File: src/rtl/codec_reg_arbiter.sv
// Two-requester arbiter that turns 16-bit-address codec register writes into TWI byte sequences.
// Optional round-robin arbitration is enabled by defining CODEC_ARB_ROUND_ROBIN_EN.
module codec_reg_arbiter #(
  parameter logic [6:0]  DEV_ADDR   = 7'h3B,
  parameter int unsigned GAP_CYCLES = 24000,
  parameter int unsigned MAX_RETRY  = 3
) (
  input  logic        clk,
  input  logic        rst_n,
  input  logic        req0_valid,
  output logic        req0_ready,
  input  logic [15:0] req0_addr,
  input  logic [7:0]  req0_data,
  output logic        resp0_valid,
  output logic        resp0_err,
  input  logic        req1_valid,
  output logic        req1_ready,
  input  logic [15:0] req1_addr,
  input  logic [7:0]  req1_data,
  output logic        resp1_valid,
  output logic        resp1_err,
  output logic        twi_msg,
  output logic        twi_stb,
  output logic [7:0]  twi_addr,
  output logic [7:0]  twi_data,
  input  logic        twi_done,
  input  logic        twi_err,
  output logic        busy
);

  typedef enum logic [2:0] {IDLE, ADDR_HI, ADDR_LO, DATA, GAP, RESP} state_t;
  typedef enum logic [1:0] {OUT_OK, OUT_RETRY, OUT_FAIL} outcome_t;

  localparam logic [19:0] GAP_LOAD  = 20'(GAP_CYCLES);
  localparam logic [3:0]  RETRY_MAX = 4'(MAX_RETRY);

  state_t      state_reg, state_next;
  outcome_t    outcome_reg, outcome_next;
  logic [15:0] addr_reg, addr_next;
  logic [7:0]  data_reg, data_next;
  logic        owner_reg, owner_next;
  logic [3:0]  retry_reg, retry_next;
  logic [19:0] gap_reg, gap_next;
  logic        stb_reg, stb_next, msg_reg, msg_next;
  logic [7:0]  twi_data_reg, twi_data_next;
  logic        resp0_valid_reg, resp0_valid_next, resp0_err_reg, resp0_err_next;
  logic        resp1_valid_reg, resp1_valid_next, resp1_err_reg, resp1_err_next;
  logic        idle, grant0, grant1, accept, byte_state;

  assign idle = (state_reg == IDLE);

`ifdef CODEC_ARB_ROUND_ROBIN_EN
  // prio1_reg set means requester 1 wins a tie (requester 0 was granted last)
  logic prio1_reg;
  always_ff @(posedge clk) begin
    if (!rst_n)      prio1_reg <= 1'b0;
    else if (accept) prio1_reg <= req0_ready;
  end
  assign grant0 = req0_valid && !(prio1_reg && req1_valid);
  assign grant1 = req1_valid && !(!prio1_reg && req0_valid);
`else
  assign grant0 = req0_valid;
  assign grant1 = req1_valid && !req0_valid;
`endif

  assign req0_ready = idle && grant0;
  assign req1_ready = idle && grant1;
  assign accept     = req0_ready || req1_ready;
  assign byte_state = (state_reg == ADDR_HI) || (state_reg == ADDR_LO) || (state_reg == DATA);

  always_comb begin
    state_next   = state_reg;
    outcome_next = outcome_reg;
    addr_next    = addr_reg;
    data_next    = data_reg;
    owner_next   = owner_reg;
    retry_next   = retry_reg;
    gap_next     = gap_reg;
    case (state_reg)
      IDLE: if (accept) begin
        state_next = ADDR_HI;
        owner_next = req1_ready;
        addr_next  = req1_ready ? req1_addr : req0_addr;
        data_next  = req1_ready ? req1_data : req0_data;
        retry_next = 4'd0;
      end
      ADDR_HI: if (twi_done && !twi_err) state_next = ADDR_LO;
      ADDR_LO: if (twi_done && !twi_err) state_next = DATA;
      DATA: if (twi_done && !twi_err) begin
        outcome_next = OUT_OK;
        state_next   = GAP;
        gap_next     = GAP_LOAD;
      end
      GAP: begin
        if (gap_reg == 20'd0) state_next = (outcome_reg == OUT_RETRY) ? ADDR_HI : RESP;
        else                  gap_next   = gap_reg - 20'd1;
      end
      RESP:    state_next = IDLE;
      default: state_next = IDLE;
    endcase

    // Any byte error ends the attempt; the gap is observed before retry or response
    if (byte_state && twi_done && twi_err) begin
      if (retry_reg < RETRY_MAX) begin
        retry_next   = retry_reg + 4'd1;
        outcome_next = OUT_RETRY;
      end else begin
        outcome_next = OUT_FAIL;
      end
      state_next = GAP;
      gap_next   = GAP_LOAD;
    end

    stb_next      = (state_next == ADDR_HI) || (state_next == ADDR_LO) || (state_next == DATA);
    msg_next      = (state_next == ADDR_HI);
    twi_data_next = twi_data_reg;
    case (state_next)
      ADDR_HI: twi_data_next = addr_next[15:8];
      ADDR_LO: twi_data_next = addr_next[7:0];
      DATA:    twi_data_next = data_next;
      default: twi_data_next = twi_data_reg;
    endcase
    resp0_valid_next = (state_next == RESP) && !owner_next;
    resp1_valid_next = (state_next == RESP) && owner_next;
    resp0_err_next   = resp0_valid_next && (outcome_next == OUT_FAIL);
    resp1_err_next   = resp1_valid_next && (outcome_next == OUT_FAIL);
  end

  always_ff @(posedge clk) begin
    if (!rst_n) begin
      state_reg       <= IDLE;
      outcome_reg     <= OUT_OK;
      addr_reg        <= 16'd0;
      data_reg        <= 8'd0;
      owner_reg       <= 1'b0;
      retry_reg       <= 4'd0;
      gap_reg         <= 20'd0;
      stb_reg         <= 1'b0;
      msg_reg         <= 1'b0;
      twi_data_reg    <= 8'd0;
      resp0_valid_reg <= 1'b0;
      resp0_err_reg   <= 1'b0;
      resp1_valid_reg <= 1'b0;
      resp1_err_reg   <= 1'b0;
    end else begin
      state_reg       <= state_next;
      outcome_reg     <= outcome_next;
      addr_reg        <= addr_next;
      data_reg        <= data_next;
      owner_reg       <= owner_next;
      retry_reg       <= retry_next;
      gap_reg         <= gap_next;
      stb_reg         <= stb_next;
      msg_reg         <= msg_next;
      twi_data_reg    <= twi_data_next;
      resp0_valid_reg <= resp0_valid_next;
      resp0_err_reg   <= resp0_err_next;
      resp1_valid_reg <= resp1_valid_next;
      resp1_err_reg   <= resp1_err_next;
    end
  end

  assign twi_stb     = stb_reg;
  assign twi_msg     = msg_reg;
  assign twi_data    = twi_data_reg;
  assign twi_addr    = {DEV_ADDR, 1'b0};
  assign resp0_valid = resp0_valid_reg;
  assign resp0_err   = resp0_err_reg;
  assign resp1_valid = resp1_valid_reg;
  assign resp1_err   = resp1_err_reg;
  assign busy        = !idle;

endmodule

File: config.mk
export PLATFORM = sky130hd
export DESIGN_NAME = codec_reg_arbiter
export DESIGN_NICKNAME = d
export VERILOG_FILES = /design/src/rtl/codec_reg_arbiter.sv
export SDC_FILE = /design/constraint.sdc
export NUM_CORES = 1
export LEC_CHECK = 0
export ABC_CLOCK_PERIOD_IN_PS = 3600
export CORE_MARGIN = 1
export CORE_UTILIZATION = 45
export DETAILED_ROUTE_END_ITERATION = 12
export PLACE_DENSITY_LB_ADDON = 0.2
export REMOVE_ABC_BUFFERS = 1
export SLEW_MARGIN = 20
export SYNTH_ARGS = -nofsm -noshare
export SYNTH_HDL_FRONTEND = slang
export SYNTH_SLANG_ARGS = --single-unit
File: constraint.sdc
create_clock -name clk -period 3.6 [get_ports clk]
set_clock_uncertainty 0.1 [all_clocks]
set_input_delay 0.72 -clock clk [delete_from_list [all_inputs] [get_ports clk]]
set_output_delay 0.72 -clock clk [all_outputs]
set_load 0.01 [all_outputs]
==> run summary, run 1 <==
The post-synthesis average cell area came out at just under 9 um2. The growth of design area from synthesis to finish came out at 26.34%. Ranked by total cell area, the synthesized netlist is headed by sky130_fd_sc_hd__dfxtp_1 (38%), sky130_fd_sc_hd__a21oi_1 (4.0%), sky130_fd_sc_hd__nand2_1 (3.6%), sky130_fd_sc_hd__nor2_1 (3.6%), sky130_fd_sc_hd__a221oi_2 (2.9%). The async set-or-reset flop fraction in the synthesized netlist came out at 0%. The number of filler cells placed in the layout is slightly above 700.

The latest clock arrival within the worst-skew pair came out at around 0.35 ns. The maximum count of clock buffers along a single path is 2. The initialized floorplan defines 32 standard-cell rows. The number of different library cells in the post-synthesis netlist is slightly above 70. Detailed placement ended at an HPWL of between 7 and 8 mm. The area of all placed cells without fillers came out at approximately 4600 um2.

The number of global-route vias before repair was about 3500. The share of final-layout standard cells stronger than drive strength 1 came out at 12.53%. The number of DRC markers after the initial detailed-route iteration came out at 244. The number of input and output port buffers inserted came out at 70. The final wirelength is about 9.8 mm. The number of gates given a new drive strength after cts is 0. The Yosys warning count is 0. The area share of the largest cell type after synthesis came out at between 30% and 40%. The sequential share of the synthesized area is between 30% and 40%. The placeable core region came out at 7767 um2. The critical path startpoint category is an input pin.

Sorting the synthesized cells by how often they occur yields sky130_fd_sc_hd__dfxtp_1 (68), sky130_fd_sc_hd__nand2_1 (35), sky130_fd_sc_hd__nor2_1 (35). The final total power came out at about 0.0024 W. The CTS tree is done. The critical path class is input pin to output port. Setup repair after global routing left no endpoint under its margin. The worst pin sits at a relative slew slack of between 30% and 40%.

The first-pass iteration count of the detailed router came out at 4. The number of top-level pins is between 70 and 80. Among all flip-flop cells after synthesis, the most frequent one is sky130_fd_sc_hd__dfxtp_1. The H-tree generated during clock tree synthesis spans 3 levels. The wire length per cell after detailed routing is roughly 17 um. The quantity of hold-fixing buffers added after cts is 0. The starting utilization of the core area came out at between 40% and 50%. The number of synthesized register bits came out at 68.

For this run, design rule violations remaining after detail routing come to 0. The clock-pin slew reported for the worst setup and hold paths after clock tree synthesis came out at approximately 0.070 ns. For this run, the post-layout net count is approximately 530. The setup total negative slack came out at 0 ns.

The combined area of the multi-input logic cells is about 2100 um2. The die outline height came out at between 90 and 100 um. The highest layer touched by signal routing is met4. The detail route stage leaves a number of antenna-violating nets equal to 0. The final RePlAce weighted congestion came out at between 0.8 and 0.9. The number of maximum-capacitance violations came out at 0. The slack of the critical path is between 0.4 and 0.5 ns. Summing all placed instances gives a cell area of ~4400 um2. The total overflow reported by the global router is 0. The final setup violation count is 0. Timing would allow up to 0.3206 GHz. The register with the most flip-flops in the layout has 20 of them.

The number of max-slew violations in the final report came out at 0. The total area of sequential cells came out at between 1000 and 1500 um2. The leakage power of the design is roughly 1.7 nW.

In the finished design, the share of the clock period the worst path needs comes to between 80% and 90%. The total number of vias came out at roughly 3500. The tree is rooted in a sky130_fd_sc_hd__clkbuf_8. The initial antenna violation count is 0. The areal power density over the cells came out at about 520 nW/um2.

The post-CTS setup repair buffer count is 0. The repair_antennas step left the layout with diodes totalling 0. sky130_fd_sc_hd__dfxtp_1 is the most common cell in the netlist. The routed via count divided by cell count is about 6.0. The path class of the lowest-slack min-delay path is flop to flop. The die boundary width is a little over 90 um. The die covers about 8400 um2.

The transition at the pin with the smallest max-transition slack came out at roughly 1.0 ns. The number of enable flip-flop cells after synthesis is 0. The routed metal-1 wirelength is around 4.3 mm. The largest net degree at the start of global routing came out at 34. Across the VDD grid, the largest voltage drop is between 200 and 300 uV. The cell area after synthesis came out at around 3600 um2. The worst setup path is captured at an output port. The data required time of the worst path came out at 2.78 ns. The clock sink count is 68. The arrival time at the worst endpoint is 2.30 ns.

The number of failing hold endpoints at the final stage came to 0. In this run, CTS created clock tree buffers numbering 9. The cell count after synthesis came out at between 400 and 500. Prior to clock tree synthesis, the placed netlist has a worst setup slack of 0.4560 ns. The synthesized design spends more area on one cell type than any other, namely sky130_fd_sc_hd__dfxtp_1. The total global-route track usage came out at approximately a quarter.

The first global-routing pass estimated between 15 and 20 mm of wire. The minimum period implied by the final worst setup slack is 3.119 ns. The flow ran to the end, and the final reports show no timing, DRC or antenna violations.

The met3 wire length is roughly 560 um. The routed wire length on met2 is 4.904 mm. In this run the worst path has a maximum fanout of 4.
final cells by class:
type / count / share of cell area [%]
Multi-Input combinational cell: 302 / 45.29
Tap cell: 102 / 2.783
Clock buffer: 13 / 3.465
Timing Repair Buffer: 86 / 17.90
Sequential cell: 68 / 29.69
Clock inverter: 2 / 0.2183
Inverter: 8 / 0.6548
metal layers:
metal | vias up | global-route usage (%)
met2 | 104 | 43.17
li1 | 1684 | -
met4 | 0 | 7.422
met3 | 8 | 4.975
met1 | 1683 | 29.96
met5 | - | 0
path summary, 6_finish.rpt:
path,start,endpoint,slack (ns),depth (start not counted)
worst min register to register,addr_reg[7]$_SDFF_PN0_,addr_reg[7]$_SDFF_PN0_,0.37,2
worst max-delay path,req0_valid,req0_ready,0.48,4
worst min-delay path,addr_reg[7]$_SDFF_PN0_,addr_reg[7]$_SDFF_PN0_,0.37,2
worst max register to register,gap_reg[0]$_SDFFE_PP0P_,twi_data[1]$_SDFFE_PN0P_,0.72,8
worst max-delay path: stages:
cell	delay, ns
sky130_fd_sc_hd__clkdlybuf4s50_1	0.60
sky130_fd_sc_hd__nor4b_1	0.27
sky130_fd_sc_hd__buf_4	0.18
sky130_fd_sc_hd__clkdlybuf4s50_1	0.53
metrics by stage:
step / std cells / utilization [%] / hold slack, ns
after detailed placement: 566 / 56.86 / 0.3636
after global placement: 566 / 56.86 / 0.3556
after floorplan: 378 / - / 0.3441
final: 581 / 59.04 / 0.3708
after CTS: 581 / 59.04 / 0.3728
after global routing: 581 / 59.04 / 0.3894
kinds of logic (layout without fill, tap and decap cells):
family	count (synthesis)	after routing	synth area share, %
xor+xnor	2	2	0.4827
other cells	2	8	0.2069
compound gates	138	138	32.06
mux	3	3	0.8273
buf+inv	45	109	5.895
simple gates	148	148	22.06
fa+ha+maj	3	3	0.9651
flops	68	68	37.50
layout by cell type, fill, tap and decap left out, drive strengths merged, types with 9 or more instances in the layout:
cell type / count
a22oi: 12
and2: 12
o221a: 11
nand2: 35
buf: 16
o221ai: 9
clkdlybuf4s50: 70
nor2: 36
dfxtp: 68
or3: 9
nand3: 17
a21oi: 29
clkbuf: 13
where the power goes:
| group | internal [W] | switching [W] |
|---|---|---|
| combinational | 0.000395 | 0.000488 |
| sequential | 0.000861 | 0.0000773 |
| clock | 0.000282 | 0.000279 |
| total | 0.00154 | 0.000844 |
(Power assumes the default switching activity.)
==> run 2, diff against run 1 <==
--- a/config.mk
+++ b/config.mk
@@ -9,6 +9,7 @@
 export CORE_MARGIN = 1
 export CORE_UTILIZATION = 45
 export DETAILED_ROUTE_END_ITERATION = 12
+export GPL_TIMING_DRIVEN = 0
 export PLACE_DENSITY_LB_ADDON = 0.2
 export REMOVE_ABC_BUFFERS = 1
 export SLEW_MARGIN = 20
==> run summary, run 2 (synthesis results as in run 1) <==
The headroom to the max-slew limit is 28.53%. The routed design could run at a clock period as short as around 3.5 ns. slightly below 80 I/O pins were placed. The proportion of power drawn by combinational gates came out at 34.5%.

In this design, the stage delay of the slowest critical-path cell is around 0.68 ns. Sequential cells account for between 30% and 40% of the total power. For this design, the CTS-stage hold fixing added 0 buffers.

The startpoint of the worst hold path is addr_reg[1]$_SDFF_PN0_. The residual antenna-violating net count after detailed routing came out at 0. The number of max-slew violations in the final report came out at 0. The clock sink count is 68. The initial antenna violation count is 0. For this run, the post-layout net count is 515. The flow ran to the end, and the final reports show no timing, DRC or antenna violations. The switching portion of total power came out at around 35%. The combined buffer and inverter count along the critical path is 2. Setup repair after global routing left no endpoint under its margin.

The final wirelength came out at around 9 mm. Measured along the y axis, the die boundary spans between 90 and 100 um. In the layout the commonest cells are sky130_fd_sc_hd__dfxtp_1 (68), sky130_fd_sc_hd__clkdlybuf4s50_1 (67), sky130_fd_sc_hd__nor2_1 (35), sky130_fd_sc_hd__nand2_1 (35), sky130_fd_sc_hd__a21oi_1 (29). In this run the critical register-to-register path is launched from gap_reg[0]$_SDFFE_PP0P_. The CTS tree is done. The register with the most flip-flops in the layout has 20 of them. The clock power share is between 20% and 30%. Clock-pin slew was measured on the worst setup and hold paths at 0.07 ns. The starting utilization of the core area came out at a little under half. The worst hold path belongs to the class flop to flop. The arrival time at the worst endpoint came out at approximately 2.7 ns.

Setup slack closes at 0.1320 ns. The number of failing hold endpoints at the final stage is 0. The kind of cell with the highest combined delay along the critical path is buffers and inverters. The total overflow reported by the global router is 0. The highest ir drop seen on vdd is between 200 and 300 uV. The upper clock frequency limit is between 0.2 and 0.3 GHz. The site row count came out at 32. STA classifies the critical path endpoint as an output port. The first detailed-routing pass ran for 5 iterations. The most critical setup path has its startpoint at req0_valid. The latest clock arrival within the worst-skew pair came out at 0.34 ns. The internal portion of the total power is around 0.0016 W. The buffer type at the clock tree root is sky130_fd_sc_hd__clkbuf_8. The global-route wire length before repair is about 15 mm. Setup violations remaining at the end of the flow were counted as 0. Leaving out fill and tap cells, the most frequent cell in the layout is sky130_fd_sc_hd__dfxtp_1. Data on the critical path is required at its endpoint by roughly 2.8 ns. Summed over all nets, the switching power comes to 0.0008620 W. The die covers roughly 8400 um2. The CTS buffer count came out at 9.

The routed via count divided by cell count is between 5 and 6. The analysis attributes to cell leakage a power of ~1.7 nW. The setup path with the least slack is of type input pin to output port. The number of maximum-capacitance violations is 0. The maximum count of clock buffers along a single path is 2. For this design, the slowest cell found on the critical path is sky130_fd_sc_hd__nor4b_1. The count of H-tree levels built during CTS came out at 3. The worst setup path is launched from an input pin. The HPWL after detailed placement is 6.328 mm. After detailed routing, the number of remaining DRC violations is 0. For this design the ratio of total power to cell area is 537.2 nW/um2. The region available for standard cell placement spans ~7800 um2. OpenSTA, run right after detailed placement, puts the worst setup slack at -0.8150 ns. Entering global routing, the biggest net connects 35 pins.

The number of antenna diodes in the final layout is 0. Measured along the x axis, the die boundary spans about 92 um. The transition at the pin with the smallest max-transition slack is about 1.1 ns.

The number of filler cells placed in the layout is just over 700. The filler-free cell count of the finished design is ~570. The number of global-route vias before repair came out at around 3200. The total global-route track usage is 22.93%.

The total number of vias came out at approximately 3400. The growth of design area from synthesis to finish is 24.65%. At the end of routability-driven placement, the weighted congestion stood at 0.8073. Of the cells placed in the final design, the portion with a size suffix greater than 1 is 10.99%. The number of input and output port buffers inserted is 70. Of all nets on the critical path, the largest fanout is 27. The final period utilization is a little over nine tenths.

After detailed routing, the average wire length per cell comes to about 16 um. Traced cell by cell, the critical path runs through clkdlybuf4s15_2, nor4b_1, clkdlybuf4s50_1. The cell count after placement is 550. The detailed router finished its first iteration with about 170 violations.
run 2: per-stage QoR:
stage	util [%]	setup TNS (ns)	total power (W)	area [um2]	hold slack [ns]
2_1_floorplan	-	0	0.001468	3468	0.3441
3_3_place_gp	55.32	-2.419	0.001761	4297	0.3503
3_5_place_dp	55.30	-2.358	0.001780	4295	0.3600
4_1_cts	58.09	0	0.002435	4512	0.3706
5_1_grt	58.25	0	0.002577	4524	0.3957
6_report	58.25	0	0.002431	4524	0.3654
run 2: path summary, 6_finish.rpt:
kind / cells past startpoint / endpoint / slack [ns]
worst max-delay path: 3 / req0_ready / 0.13
worst min-delay path: 2 / addr_reg[1]$_SDFF_PN0_ / 0.37
worst max register to register: 7 / twi_data[1]$_SDFFE_PN0P_ / 0.50
worst min register to register: 2 / addr_reg[1]$_SDFF_PN0_ / 0.37
run 2: power by group through the flow:
| stage | Clock [W] | Combinational, W | Sequential [W] |
|---|---|---|---|
| 2_1_floorplan | 0 | 0.000516 | 0.000952 |
| 3_3_place_gp | 0 | 0.000814 | 0.000948 |
| 3_5_place_dp | 0 | 0.000830 | 0.000950 |
| 4_1_cts | 0.000668 | 0.000833 | 0.000934 |
| 5_1_grt | 0.000709 | 0.000917 | 0.000951 |
| 6_report | 0.000655 | 0.000838 | 0.000938 |
run 2: worst reg2reg max path, delay by kind of cell (launching register included):
family | cells | cell delay (ns)
adders and majority gates | 1 | 0.24
DFF | 1 | 0.33
buffers and inverters | 1 | 0.09
AOI/OAI and AO/OA | 2 | 1.17
and+or+nand+nor | 3 | 1.10
run 2: layout make-up:
cell class              count  area (um2)  share of cell area (%)
clock buffers              10       137.6                   3.042
inverters                   8       30.03                  0.6637
flip-flops and latches     68        1361                   30.09
clock inverters             6       71.32                   1.576
multi-input cells         302        2101                   46.43
well taps                 102       127.6                   2.821
repair buffers             70       695.7                   15.38
run 2: per-layer routing:
layer,part of all wire [%],global-route usage (%),up-vias
met4,1.5,6.250,0
met2,48,38.41,94
met5,0,0,-
li1,-,-,1659
met1,44,29.30,1610
met3,6.1,5.721,12
run 2: repair_timing:
| item | in CTS | in global routing |
|---|---|---|
| gates resized for setup | 6 | 1 |
| setup buffers | 0 | 0 |
| endpoints found under the setup margin | 2 | 1 |
==> run 3, diff against run 2 <==
--- a/config.mk
+++ b/config.mk
@@ -6,6 +6,7 @@
 export NUM_CORES = 1
 export LEC_CHECK = 0
 export ABC_CLOCK_PERIOD_IN_PS = 3600
+export CAP_MARGIN = 25
 export CORE_MARGIN = 1
 export CORE_UTILIZATION = 45
 export DETAILED_ROUTE_END_ITERATION = 12
==> run summary, run 3 (synthesis results as in run 1) <==
In the layout the commonest cells are sky130_fd_sc_hd__dfxtp_1 (68), sky130_fd_sc_hd__clkdlybuf4s50_1 (68), sky130_fd_sc_hd__nor2_1 (35), sky130_fd_sc_hd__nand2_1 (35), sky130_fd_sc_hd__a21oi_1 (29). Dividing the detail-routed wire length by the instance count gives 16.07 um. The first detailed-routing pass ran for 4 iterations.

At the end of routability-driven placement, the weighted congestion stood at 0.8073. In this run the vertical extent of the chip is 91.81 um. The setup slack of the worst register-to-register path came out at roughly 0.47 ns. The clock sink count came out at just under 70. The die boundary width is a little over 90 um. The maximum count of clock buffers along a single path came out at 2. The number of max-slew violations in the final report is 0. Buffers placed on the I/O ports in this run total 70. At the pin with the least slew margin, the transition time is 0.9908 ns. The quantity of hold-fixing buffers added after cts is 0.

The filler-free cell count of the finished design is 569. Summing all placed instances gives a cell area of around 4300 um2. The initial antenna violation count came to 0. The site row count is 32. Buffers added to address setup during post-CTS repair amount to 0. The path with the worst hold slack has its endpoint at addr_reg[1]$_SDFF_PN0_. The minimum period implied by the final worst setup slack came out at approximately 3.5 ns.

The number of top-level pins is 79. The busiest layer in global routing is met2. The final wirelength came out at just over 9 mm. The areal power density over the cells is around 550 nW/um2.

The net count of the finished layout is roughly 520. The clock-pin slew reported for the worst setup and hold paths after clock tree synthesis came out at 0.07 ns. The capture instance of the worst register-to-register path is twi_data[1]$_SDFFE_PN0P_. The met2 usage is roughly 38%. The top fanout value on the critical path is 27. In this run the clock root is driven by a sky130_fd_sc_hd__clkbuf_8. Setup repair after global routing left no endpoint under its margin.

The residual antenna-violating net count after detailed routing is 0. The setup total negative slack is 0 ns. The final routed DRC violation total came out at 0. After detailed routing, the number of vias per cell comes to between 5 and 6. The total overflow reported by the global router is 0. The CTS buffer count came out at 9. The flow ran to the end, and the final reports show no timing, DRC or antenna violations. The number of antenna diodes in the final layout is 0.

In this run the most critical hold path is launched from addr_reg[1]$_SDFF_PN0_. The number of maximum-capacitance violations came out at 0. The upper clock frequency limit is ~0.29 GHz. The clock tree synthesis step divided the H-tree into 3 levels. The placeable core region is 7767 um2. The global-route wire length before repair is about 15 mm. The number of gates given a new drive strength after cts came out at 4. By startpoint and endpoint, the worst setup path is classified as input pin to output port. The highest ir drop seen on vdd is 310.3 uV.

Timing analysis after detailed placement gives a worst setup slack of -0.4682 ns. The routed layout has about 3400 vias. After detailed placement, the design holds a cell count of about 550. The data required time of the worst path came out at between 2 and 3 ns. The HPWL after detailed placement is between 6 and 7 mm. The headroom to the max-slew limit is between 30% and 40%. The endpoint class of the critical path is an output port. TritonCTS built the clock tree. STA classifies the critical path startpoint as an input pin.

The die footprint is between 8000 and 9000 um2. The number of global-route vias before repair is 3195. Setup slack on the critical path of the routed design comes to around 0.13 ns. The largest net degree at the start of global routing is 35.

The leakage power of the design is between 1.5 and 2 nW. In this run, the number of DRC markers left after iteration 0 of detailed routing was between 150 and 200. STA puts the critical path data arrival time at about 2.7 ns. The total global-route track usage came out at between 20% and 30%. The flip-flop count of the largest register after layout is 20. Setup violations remaining at the end of the flow were counted as 0. The growth of design area from synthesis to finish is 25.44%. The post-route netlist has 11.56% of its cells at a drive strength greater than 1. The number of failing hold endpoints at the final stage came out at 0. In this run the worst setup path begins at req0_valid. The path class of the tightest hold or removal check is flop to flop. The area of all placed cells without fillers is ~4600 um2.

The number of cell instances on the worst register-to-register path came out at 7. The latest clock arrival within the worst-skew pair is ~0.34 ns. Global routing consumed, on the met3 layer, around 4.5% of the routing resources. The starting utilization of the core area came out at approximately 47%.

Global routing consumed, on the met1 layer, 29.91% of the routing resources. In this run the critical register-to-register path is launched from gap_reg[0]$_SDFFE_PP0P_. The cell depth of the worst hold path came out at 2. The worst path uses between 90% and 100% of the clock period.
[run 3: cell types whose count changed in the layout (fill, tap and decap cells not counted), sizes merged]
cell | before | now
buf | 1 | 4
clkinv | 4 | 6
clkinvlp | 2 | 0
bufinv | 1 | 2
clkdlybuf4s50 | 67 | 68
dlygate4sd2 | 1 | 0
inv | 7 | 6
[run 3: final cells by class]
type	count	area [um2]
clock inverter	6	87.58
multi-input combinational	302	2090
clock buffer	10	137.6
inverter	8	30.03
tap	102	127.6
timing repair buffer	73	719.4
fill	687	3214
sequential	68	1361
[run 3: critical path: stages]
cell and delay (ns):
sky130_fd_sc_hd__clkdlybuf4s15_2 0.55, sky130_fd_sc_hd__nor4b_1 0.69, sky130_fd_sc_hd__clkdlybuf4s50_1 0.68
[run 3: power by group]
| group | switching, W | internal [W] | total [W] |
|---|---|---|---|
| Combinational | 0.000475 | 0.000372 | 0.000847 |
| Sequential | 0.0000756 | 0.000861 | 0.000937 |
| Clock | 0.000297 | 0.000409 | 0.000706 |
| Total | 0.000848 | 0.00164 | 0.00249 |
[run 3: worst max path at each step]
stage | endpoint | slack [ns] | cells after the start
2_1_floorplan | gap_reg[14]$_SDFFE_PN0P_ | 1.16 | 7
3_3_place_gp | req1_ready | -0.76 | 4
3_5_place_dp | req0_ready | -0.47 | 3
4_1_cts | req1_ready | 0.09 | 4
5_1_grt | req0_ready | 0.03 | 3
6_report | req0_ready | 0.13 | 3
[run 3: stage by stage]
stage | util (%) | hold WS (ns) | total power [W]
after floorplan | - | 0.3441 | 0.001468
after global placement | 55.32 | 0.3503 | 0.001761
after detailed placement | 55.40 | 0.3606 | 0.001780
after CTS | 58.34 | 0.3708 | 0.002483
after global routing | 58.62 | 0.3926 | 0.002627
final | 58.62 | 0.3698 | 0.002490
[run 3: layer usage]
layer	vias up	share of wire [%]
li1	1660	-
met1	1593	45
met2	102	48
met3	6	5.7
met4	0	0.85
met5	-	0
